`src/rtl/intersection_ctrl.sv`:
```
// intersection_ctrl: two-approach traffic light sequencer with all-red clearance and latched pedestrian walk.
// Define NIGHT_FLASH_EN to add the flash input and the flashing night mode.
module intersection_ctrl #(
  parameter int GREEN_TICKS  = 60,
  parameter int YELLOW_TICKS = 6,
  parameter int ALLRED_TICKS = 2,
  parameter int WALK_TICKS   = 10
) (
  input  logic       clk,
  input  logic       rst,
  input  logic       veh_b,
  input  logic       ped_req,
`ifdef NIGHT_FLASH_EN
  input  logic       flash,
`endif
  output logic [2:0] leds_a,
  output logic [2:0] leds_b,
  output logic       ped_walk,
  output logic [2:0] phase
);
  localparam int M1 = GREEN_TICKS > YELLOW_TICKS ? GREEN_TICKS : YELLOW_TICKS;
  localparam int M2 = ALLRED_TICKS > WALK_TICKS ? ALLRED_TICKS : WALK_TICKS;
  localparam int CW = $clog2(M1 > M2 ? M1 : M2) + 1;
  typedef enum logic [2:0] {IDLE, A_GRN, A_YEL, RED1, B_GRN, B_YEL, RED2, WALK} state_t;
  state_t state, nxt;
  logic [CW-1:0] cnt;
  logic ped_pending, ret_b, enter_walk;
  logic [2:0] la, lb;
`ifdef NIGHT_FLASH_EN
  logic flash_on;
`endif
  assign phase = state;
  always_comb begin
    nxt = IDLE;
    case (state)
      IDLE:  nxt = A_GRN;
      A_GRN: nxt = (cnt >= CW'(GREEN_TICKS - 1) && (veh_b | ped_pending)) ? A_YEL : A_GRN;
      A_YEL: nxt = cnt == CW'(YELLOW_TICKS - 1) ? RED1 : A_YEL;
      RED1:  nxt = cnt == CW'(ALLRED_TICKS - 1) ? (ped_pending ? WALK : B_GRN) : RED1;
      B_GRN: nxt = cnt == CW'(GREEN_TICKS - 1) ? B_YEL : B_GRN;
      B_YEL: nxt = cnt == CW'(YELLOW_TICKS - 1) ? RED2 : B_YEL;
      RED2:  nxt = cnt == CW'(ALLRED_TICKS - 1) ? (ped_pending ? WALK : A_GRN) : RED2;
      WALK:  nxt = cnt == CW'(WALK_TICKS - 1) ? (ret_b ? B_GRN : A_GRN) : WALK;
      default: nxt = IDLE;
    endcase
    enter_walk = nxt == WALK && state != WALK;
    la = nxt == A_GRN ? 3'b100 : nxt == A_YEL ? 3'b010 : nxt == IDLE ? 3'b000 : 3'b001;
    lb = nxt == B_GRN ? 3'b100 : nxt == B_YEL ? 3'b010 : nxt == IDLE ? 3'b000 : 3'b001;
  end
  always_ff @(posedge clk or negedge rst) begin
    if (!rst) begin
      state       <= IDLE;
      cnt         <= '0;
      ped_pending <= 1'b0;
      ret_b       <= 1'b0;
      leds_a      <= 3'b000;
      leds_b      <= 3'b000;
      ped_walk    <= 1'b0;
`ifdef NIGHT_FLASH_EN
      flash_on    <= 1'b0;
`endif
    end
`ifdef NIGHT_FLASH_EN
    else if (flash) begin
      state    <= IDLE;
      cnt      <= '0;
      flash_on <= 1'b1;
      ped_walk <= 1'b0;
      leds_a   <= flash_on ? leds_a ^ 3'b010 : 3'b010;
      leds_b   <= flash_on ? leds_b ^ 3'b001 : 3'b001;
    end else if (flash_on) begin
      flash_on    <= 1'b0;
      state       <= RED2;
      cnt         <= '0;
      ped_pending <= ped_pending | ped_req;
      leds_a      <= 3'b001;
      leds_b      <= 3'b001;
      ped_walk    <= 1'b0;
    end
`endif
    else begin
      state       <= nxt;
      cnt         <= nxt != state ? '0 : (&cnt ? cnt : cnt + 1'b1);
      ped_pending <= enter_walk ? 1'b0 : ped_pending | ped_req;
      if (enter_walk) ret_b <= state == RED1;
      leds_a      <= la;
      leds_b      <= lb;
      ped_walk    <= nxt == WALK;
    end
  end
endmodule

```
`config.mk`:
```
export PLATFORM = sky130hd
export DESIGN_NAME = intersection_ctrl
export DESIGN_NICKNAME = d
export VERILOG_FILES = /design/src/rtl/intersection_ctrl.sv
export SDC_FILE = /design/constraint.sdc
export NUM_CORES = 1
export LEC_CHECK = 0
export BUFFER_PORTS_ARGS = -buffer_cell sky130_fd_sc_hd__buf_2
export CAP_MARGIN = 15
export CORE_MARGIN = 1
export CORE_UTILIZATION = 43
export CTS_BUF_LIST = sky130_fd_sc_hd__clkbuf_4 sky130_fd_sc_hd__clkbuf_8
export CTS_CLUSTER_SIZE = 24
export DETAILED_ROUTE_END_ITERATION = 8
export HOLD_SLACK_MARGIN = 0.08
export PLACE_DENSITY = 0.71
export SETUP_SLACK_MARGIN = 0.02
export SLEW_MARGIN = 25
export SYNTH_ARGS = -nofsm -noshare
export SYNTH_HDL_FRONTEND = slang
export SYNTH_SLANG_ARGS = --single-unit
```
`constraint.sdc`:
```
create_clock -name clk -period 2.34 [get_ports clk]
set_input_delay 0.468 -clock clk [delete_from_list [all_inputs] [get_ports clk]]
set_output_delay 0.468 -clock clk [all_outputs]
set_load 0.05 [all_outputs]
```
==> results of run 1 <==
[metal layers]
metal | wire, um | track usage [%] | part of all wire [%] | vias to the layer above
met3 | 92 | 6.09 | 3.7 | 2
li1 | - | - | - | 449
met2 | 1260 | 34.0 | 51 | 25
met4 | 12 | 8.33 | 0.49 | 0
met1 | 1100 | 24.5 | 45 | 474
met5 | 0 | 0 | 0 | -
[area by class of cell]
type / count / area, um^2
Sequential cell: 19 / 475
Fill cell: 222 / 1090
Multi-Input combinational cell: 85 / 586
Inverter: 3 / 11.3
Clock buffer: 4 / 30.0
Timing Repair Buffer: 14 / 72.6
Tap cell: 28 / 35.0
[state kept, by name (all words and copies together), names as in the netlist]
name and count:
cnt 7, ret_b 1, ped_pending 1, leds_b 3, ped_walk 1, leds_a 3, phase 3
[cell usage in the layout (no fill, tap or decap), types with 2 or more instances in the layout]
master    instances
o211a_1           2
a31oi_1           3
clkbuf_4          4
inv_1             3
nor3_1            3
dfrtp_1          19
or2_2             3
nand3_1           7
o211ai_1          2
nand2_1           8
nor4b_1           2
a211oi_1          3
and3_1            3
a21oi_1           7
buf_2            13
nor2_1            7
xor2_1            3
[where the power goes]
group          internal (W)  total (W)  leakage, nW  switching [W]
registers          0.000445   0.000590        0.241       0.000145
clock network     0.0000781   0.000182       0.0184       0.000104
logic              0.000354    0.00102        0.278       0.000664
total              0.000877    0.00179        0.537       0.000912
[cells in the mapped netlist (all sizes together) (2+ instances only)]
cell type	instances
a211oi	3
xor2	3
o211ai	2
a21oi	7
and3	3
a31oi	4
inv	3
clkbuf	3
or2	4
nor4b	2
nor2	7
nand3b	2
nand2	8
buf	3
nand3	7
dfrtp	19
o211a	2
or3b	3
nor3	3
ha	2
[worst paths after layout]
kind | start | slack (ps) | end | cells after the start
setup / recovery | cnt[1] | 190 | ret_b | 7
setup reg to reg | cnt[1] | 190 | ret_b | 7
hold reg to reg | ret_b | 640 | ret_b | 1
min in group clk | ped_req | 420 | ped_pending | 3
max in group asynchronous | rst | 1950 | cnt[0] | 1
hold / removal | rst | 80 | ped_pending | 1
[timing repair]
item,in CTS,in global routing
hold endpoints to repair,0,0
gates resized for setup,0,3
setup endpoints to repair,0,5
[stage by stage]
stage	utilization, %	setup slack [ps]	cells
after floorplan	-	260	113
after global placement	50.9	257	149
after detailed placement	50.9	185	149
after CTS	52.2	144	153
after global routing	52.7	69.7	153
final	52.7	191	153
[cells by family after synthesis]
family / count (synthesis) / share of synthesized area, %
and+or+nand+nor: 49 / 26.0
AOI/OAI and AO/OA: 31 / 21.8
adders and majority gates: 2 / 2.28
xor gates and xnor gates: 3 / 2.39
buffers and inverters: 9 / 4.22
DFF: 19 / 43.3
==> impl_metrics.json, run 1 <==
{
  "synth_top_area_share_pct": 43.3,
  "period_minus_slack_ps": 2150,
  "io_pins": 14,
  "clk_latency_ps": 300,
  "synth_area_um2": 1100,
  "start_kind": "register",
  "rsz0062_at_grt": "no",
  "antenna_found_initial": 0,
  "wire_per_inst_um": 16.1,
  "yosysWarningCount": 0,
  "relSlewSlack_pct": 70.3,
  "ys.flop_type": "dfrtp_1",
  "grt_pass1_vias": 880,
  "die_height_um": 52.5,
  "antenna_left": 0,
  "cpPeakStageDelay_ps": 450,
  "grt_overflow": 0,
  "grt_pass1_wl_mm": 4.05,
  "synth.distinct_cells": 49,
  "skew_ps": 6.04,
  "num_rows": 17,
  "yosysSeqAreaShare_pct": 43.3,
  "drive_above_1_share_pct": 24.0,
  "hold_violations": 0,
  "die_w_um": 52.5,
  "die_area_um2": 2760,
  "wirelength_mm": 2.46,
  "final_cell_area_um2": 1210,
  "drt_first_iter_violations": 27,
  "p_per_area_nw_per_um2": 1480,
  "worst_pin_slew_ps": 446,
  "core_area_um2": 2300,
  "area_growth_pct": 10.3,
  "cts_buffer_depth": 2,
  "fin_tns_setup_ps": 0,
  "synth_cells": 113,
  "power_w": 0.00179,
  "slew_violations": 0,
  "first_pass_iters": 4,
  "setup_violations": 0,
  "crit_family": "compound AO/OA/AOI/OAI gates",
  "critPathKind": "reg -> reg",
  "cellLeakagePower_nw": 0.537,
  "synth_edf_count": 0,
  "post_cts_buffers": 0,
  "nets": 132,
  "maxCapViolations": 0,
  "drcViolationCount": 0,
  "cts_buffers": 3,
  "viasPerCell": 6.21,
  "insertedDiodeCount": 0,
  "synth_nets": 119,
  "hpwl_mm": 1.76,
  "cts_tree": "yes",
  "cp_num_buf_inv": 1,
  "fin_crit_sh_pct": 91.8,
  "clockRootBuffer": "clkbuf_4",
  "crit_path_max_fanout": 5,
  "gp_congestion": 0.823,
  "yosys.area.top_type": "dfrtp_1",
  "synth.avg_cell_area_um2": 9.71,
  "synth-seq-cells": 19,
  "worstPathCellList": "inv_1 -> ha_1 -> or3b_4 -> or2_0 -> a221o_1 -> a31oi_2 -> a2bb2oi_1",
  "clk_pin_slew_ps": 110,
  "holdWs_ps": 81.9,
  "cts.htree.levels": 1,
  "min_path_type": "in -> async",
  "max-vdd-ir-drop_v": 0.000765,
  "placed_cell_area_um2": 1170,
  "cts_sinks": 19,
  "vias": 950,
  "grt_start_max_net_pins": 20,
  "critPathArrivalTime_ps": 2340,
  "holdBufCountCts": 0,
  "ys_top_cells_by_area": "dfrtp_1 (43%), a21oi_1 (3.2%), nand3_1 (3.2%)",
  "outcome": "completed",
  "slowest_stage": "dfrtp_1",
  "async_flop_share_pct": 100,
  "track_usage_pct": 20.5,
  "numPortBuffers": 13,
  "critPathRequiredTime_ps": 2530,
  "end_kind": "register",
  "start_util_pct": 47.8,
  "fmax_ghz": 0.465
}
(Power assumes the default switching activity.)
==> inputs of run 2 (changes only) <==
==> constraint.sdc (replaced) <==
create_clock -name clk -period 2.7 [get_ports clk]
set_input_delay 0.54 -clock clk [delete_from_list [all_inputs] [get_ports clk]]
set_output_delay 0.54 -clock clk [all_outputs]
set_load 0.05 [all_outputs]
==> impl_metrics.json, run 2 (synthesis gave the netlist of run 1 again) <==
{
  "end_kind": "register",
  "grt_overflow": 0,
  "final_util_pct": 51.8,
  "start_util_pct": 47.8,
  "largest-register": "cnt",
  "grt_pass1_vias": 818,
  "cts.htree.levels": 1,
  "period_minus_slack_ps": 2170,
  "die_area_um2": 2760,
  "final_common_cell": "dfrtp_1",
  "fin_crit_sh_pct": 80.5,
  "nets": 131,
  "cts_sinks": 19,
  "numPortBuffers": 13,
  "clk_pin_slew_ps": 120,
  "power_w": 0.00151,
  "critPathKind": "reg -> reg",
  "holdBufCountCts": 0,
  "r2r-end": "leds_a[0]",
  "largest_reg_flops": 7,
  "post_cts_buffers": 0,
  "grt_start_max_net_pins": 20,
  "drt_first_iter_violations": 43,
  "num_rows": 17,
  "area_growth_pct": 8.44,
  "start_kind": "register",
  "core_area_um2": 2300,
  "clk_latency_ps": 300,
  "gp_congestion": 0.810,
  "antenna_found_initial": 0,
  "io_pins": 14,
  "cts_tree": "yes",
  "drive_above_1_share_pct": 21.0,
  "skew_ps": 8.43,
  "max-vdd-ir-drop_v": 0.000682,
  "ctsResizeCount": 0,
  "hpwl_mm": 1.67,
  "final_cell_mix": "dfrtp_1 (19), buf_2 (13), nand2_1 (8)",
  "viasPerCell": 6.00,
  "slew_violations": 0,
  "wirelength_mm": 2.35,
  "fmax_ghz": 0.460,
  "worstRegToRegCells": 7,
  "critPathArrivalTime_ps": 2370,
  "finalNonFillerCells": 152,
  "cts_buffer_depth": 2,
  "outcome": "completed",
  "track_usage_pct": 19.1,
  "wire_per_inst_um": 15.5,
  "reg2reg_setup_slack_ps": 530,
  "first_pass_iters": 4,
  "grt_pass1_wl_mm": 3.83,
  "maxCapViolations": 0,
  "die_height_um": 52.5,
  "rsz0062_at_grt": "no",
  "vias": 912,
  "insertedDiodeCount": 0,
  "place_inst": 148,
  "setup_violations": 0,
  "critPathRequiredTime_ps": 2900,
  "drcViolationCount": 0,
  "hold_violations": 0,
  "worst_pin_slew_ps": 463,
  "clockRootBuffer": "clkbuf_4",
  "crit_path_max_fanout": 6,
  "antenna_left": 0,
  "relSlewSlack_pct": 69.1,
  "min_path_type": "in -> async",
  "cts_buffers": 3,
  "p_per_area_nw_per_um2": 1270,
  "die_w_um": 52.5,
  "rr_startpoint": "cnt[1]",
  "fin_tns_setup_ps": 0,
  "cellLeakagePower_nw": 0.528
}
run 2: cell types whose count changed in the layout (fill, tap and decap cells not counted):
cell	before	now
buf_4	1	0
clkbuf_4	4	3
clkinv_2	0	1
ha_1	1	2
ha_2	1	0
nor3b_1	0	1
nor3b_2	1	0
or3b_1	1	2
or3b_4	1	0
run 2: cell type report:
class / count / area, um^2
repair buffers: 13 / 65.1
inverters: 3 / 11.3
multi-input cells: 85 / 576
fillers: 217 / 1110
clock inverters: 1 / 5.00
flip-flops and latches: 19 / 475
well taps: 28 / 35.0
clock buffers: 3 / 22.5
run 2: metrics by stage:
stage | setup WS [ps] | cell area, um^2 | hold slack [ps]
floorplan | 620 | 1100 | 244
global placement | 620 | 1160 | 483
detailed placement | 564 | 1160 | 507
CTS | 543 | 1190 | 176
global route | 396 | 1190 | 185
finish | 528 | 1190 | 161
run 2: critical path, cell delays in order (launching register included):
cell      delay [ps]
dfrtp_1          450
inv_1             80
ha_1             140
nor3b_1          320
nand4b_1         260
o211a_1          300
a21o_1           220
or2_2            300
run 2: worst max-delay path by stage:
stage	cells past startpoint	end	slack, ps	start
final	7	leds_a[0]	530	cnt[1]
after global routing	7	ped_pending	400	cnt[1]
after CTS	7	ped_pending	540	cnt[1]
after detailed placement	7	ped_pending	560	cnt[1]
after global placement	7	ped_pending	620	cnt[1]
after floorplan	6	leds_a[0]	620	phase[2]
run 2: metal layers:
| metal | vias to the layer above | track usage, % | wire length (um) |
|---|---|---|---|
| met4 | 0 | 2.63 | 14 |
| met1 | 438 | 25.5 | 1050 |
| met5 | - | 0 | 0 |
| met2 | 29 | 31.4 | 1170 |
| met3 | 2 | 5.22 | 127 |
| li1 | 443 | - | - |
run 2: power breakdown:
part           switching (W)  internal, W
clock              0.0000926    0.0000552
sequential          0.000146     0.000385
combinational       0.000544     0.000286
==> inputs of run 3 (changes only) <==
--- a/config.mk
+++ b/config.mk
@@ -5,6 +5,7 @@
 export SDC_FILE = /design/constraint.sdc
 export NUM_CORES = 1
 export LEC_CHECK = 0
+export ABC_AREA = 1
 export BUFFER_PORTS_ARGS = -buffer_cell sky130_fd_sc_hd__buf_2
 export CAP_MARGIN = 15
 export CORE_MARGIN = 1
@@ -13,7 +14,7 @@
 export CTS_CLUSTER_SIZE = 24
 export DETAILED_ROUTE_END_ITERATION = 8
 export HOLD_SLACK_MARGIN = 0.08
-export PLACE_DENSITY = 0.71
+export PLACE_DENSITY = 0.74
 export SETUP_SLACK_MARGIN = 0.02
 export SLEW_MARGIN = 25
 export SYNTH_ARGS = -nofsm -noshare
==> constraint.sdc (replaced) <==
create_clock -name clk -period 1.81 [get_ports clk]
set_input_delay 0.362 -clock clk [delete_from_list [all_inputs] [get_ports clk]]
set_output_delay 0.362 -clock clk [all_outputs]
set_load 0.05 [all_outputs]
==> impl_metrics.json, run 3 <==
{
  "outcome": "completed",
  "crit_path_max_fanout": 6,
  "max-vdd-ir-drop_v": 0.00151,
  "yosys.area.top_type": "dfrtp_1",
  "antenna_left": 0,
  "rsz0062_at_grt": "yes",
  "die_w_um": 52.6,
  "grt_pass1_wl_mm": 3.90,
  "end_kind": "register",
  "cts_buffer_depth": 2,
  "die_area_um2": 2770,
  "drt_first_iter_violations": 28,
  "nets": 177,
  "fin_crit_sh_pct": 95.3,
  "grt_start_max_net_pins": 20,
  "synth.avg_cell_area_um2": 7.39,
  "hold_violations": 0,
  "fmax_ghz": 0.580,
  "final_cell_mix": "nand2_1 (28), nor2_1 (20), dfrtp_1 (16), inv_1 (15), buf_2 (13)",
  "antenna_found_initial": 0,
  "hpwl_mm": 1.78,
  "final_common_cell": "nand2_1",
  "skew_ps": 1.20,
  "clk_latency_ps": 290,
  "num_rows": 17,
  "yosysWarningCount": 0,
  "setup_violations": 0,
  "critPathArrivalTime_ps": 1910,
  "maxCapViolations": 0,
  "start_util_pct": 47.5,
  "numPortBuffers": 13,
  "viasPerCell": 5.23,
  "synth_area_um2": 1100,
  "synth_common_cells": "nand2_1 (32), nor2_1 (28), dfrtp_1 (19)",
  "drcViolationCount": 0,
  "synth_cells": 149,
  "largest-register": "cnt",
  "track_usage_pct": 19.4,
  "cts.htree.levels": 1,
  "clk_pin_slew_ps": 100,
  "wire_per_inst_um": 12.2,
  "async_flop_share_pct": 100,
  "period_minus_slack_ps": 1720,
  "drive_above_1_share_pct": 34.7,
  "synth.distinct_cells": 23,
  "pre_cts_slack_ps": 43.3,
  "cellLeakagePower_nw": 0.695,
  "synthMostInstantiatedCell": "nand2_1",
  "synth-seq-cells": 19,
  "gp_congestion": 0.952,
  "cts_sinks": 19,
  "cts_buffers": 3,
  "fillers": 215,
  "synth_edf_count": 0,
  "grt_overflow": 0,
  "largest_reg_flops": 7,
  "synth_top_area_share_pct": 43.2,
  "die_height_um": 52.6,
  "holdWs_ps": 340,
  "area_growth_pct": 23.3,
  "first_pass_iters": 4,
  "yosysSeqAreaShare_pct": 43.2,
  "clockRootBuffer": "clkbuf_4",
  "slew_violations": 0,
  "synth_nets": 155,
  "wirelength_mm": 2.41,
  "core_area_um2": 2320,
  "critPathRequiredTime_ps": 1990,
  "ys_top_cells_by_area": "dfrtp_1 (43%), nand2_1 (11%), nor2_1 (9.5%)",
  "critPathKind": "reg -> reg",
  "start_kind": "register",
  "grt_pass1_vias": 880,
  "final_util_pct": 58.6,
  "vias": 1036,
  "relSlewSlack_pct": 73.2,
  "setup_ws_ps": 85.8,
  "cts_tree": "yes",
  "min_path_type": "in -> reg",
  "worst_pin_slew_ps": 402,
  "insertedDiodeCount": 0,
  "p_per_area_nw_per_um2": 1940,
  "io_pins": 14,
  "ys.flop_type": "dfrtp_1"
}
run 3: changes by cell type after synthesis, moves of 3 or more:
cell / change
inv_2: +5
o21ai_0: +5
a211oi_1: -3
nor2_2: +3
nor2_1: +21
nand3_2: +3
a21oi_1: -5
inv_1: +13
nand4_1: +4
a31oi_1: -3
nand3_1: +6
nand2_1: +24
clkbuf_1: -3
run 3: cell families after synthesis:
| logic type | after synthesis | synth area share, % |
|---|---|---|
| simple gates | 95 | 41.1 |
| buf+inv | 22 | 7.61 |
| flops | 19 | 43.2 |
| compound gates | 9 | 4.21 |
| xor+xnor | 2 | 1.59 |
| fa+ha+maj | 2 | 2.27 |
run 3: final cells by class:
cell class / count / area [um^2] / share of cell area [%]
Clock buffer: 4 / 30.0 / 2.21
Inverter: 21 / 78.8 / 5.81
Sequential cell: 19 / 479 / 35.3
Multi-Input combinational cell: 108 / 629 / 46.4
Timing Repair Buffer: 18 / 105 / 7.74
Tap cell: 28 / 35.0 / 2.58
run 3: power breakdown:
group / switching (W) / internal [W]
combinational: 0.00115 / 0.000526
sequential: 0.000152 / 0.000588
clock: 0.000117 / 0.000101
run 3: worst max-delay path: stages, from the launching register on:
cell     delay [ps]
dfrtp_1         430
inv_2            80
ha_4            150
inv_1            40
nor2_1           90
nand2_1          80
nand2_1         100
nand2_1          60
nor2_1          130
nand3_2         190
nor3_4          230
nor2_1           60
run 3: worst paths after layout:
| kind | end | slack [ps] | start | depth (start not counted) |
|---|---|---|---|---|
| worst max-delay path | leds_a[0] | 90 | cnt[1] | 11 |
| worst min register to register | ret_b | 530 | ret_b | 2 |
| min in group asynchronous | leds_b[2] | 530 | rst | 2 |
| max in group asynchronous | cnt[0] | 980 | rst | 2 |
| worst max register to register | leds_a[0] | 90 | cnt[1] | 11 |
| worst min-delay path | ped_pending | 340 | ped_req | 4 |
run 3: metrics by stage:
step,setup TNS (ps),power [W],std cells,cell area [um^2]
3_5_place_dp,0,0.00212,189,1200
2_1_floorplan,0,0.00180,149,1100
4_1_cts,0,0.00234,194,1240
5_1_grt,-84.3,0.00283,198,1360
6_report,0,0.00264,198,1360
3_3_place_gp,0,0.00207,189,1200
run 3: layer usage:
layer / vias up / track usage [%] / wire (um)
met4: 0 / 7.89 / 31
met1: 484 / 28.3 / 1120
met5: - / 0 / 0
met2: 26 / 29.7 / 1170
li1: 521 / - / -
met3: 5 / 0.870 / 97
run 3: repair_timing:
| action | CTS | global route |
|---|---|---|
| setup buffers | 0 | 4 |
| hold buffers | 1 | 0 |
| endpoints found under the setup margin | 0 | 15 |
| endpoints found under the hold margin | 19 | 0 |
| resized for setup | 0 | 27 |
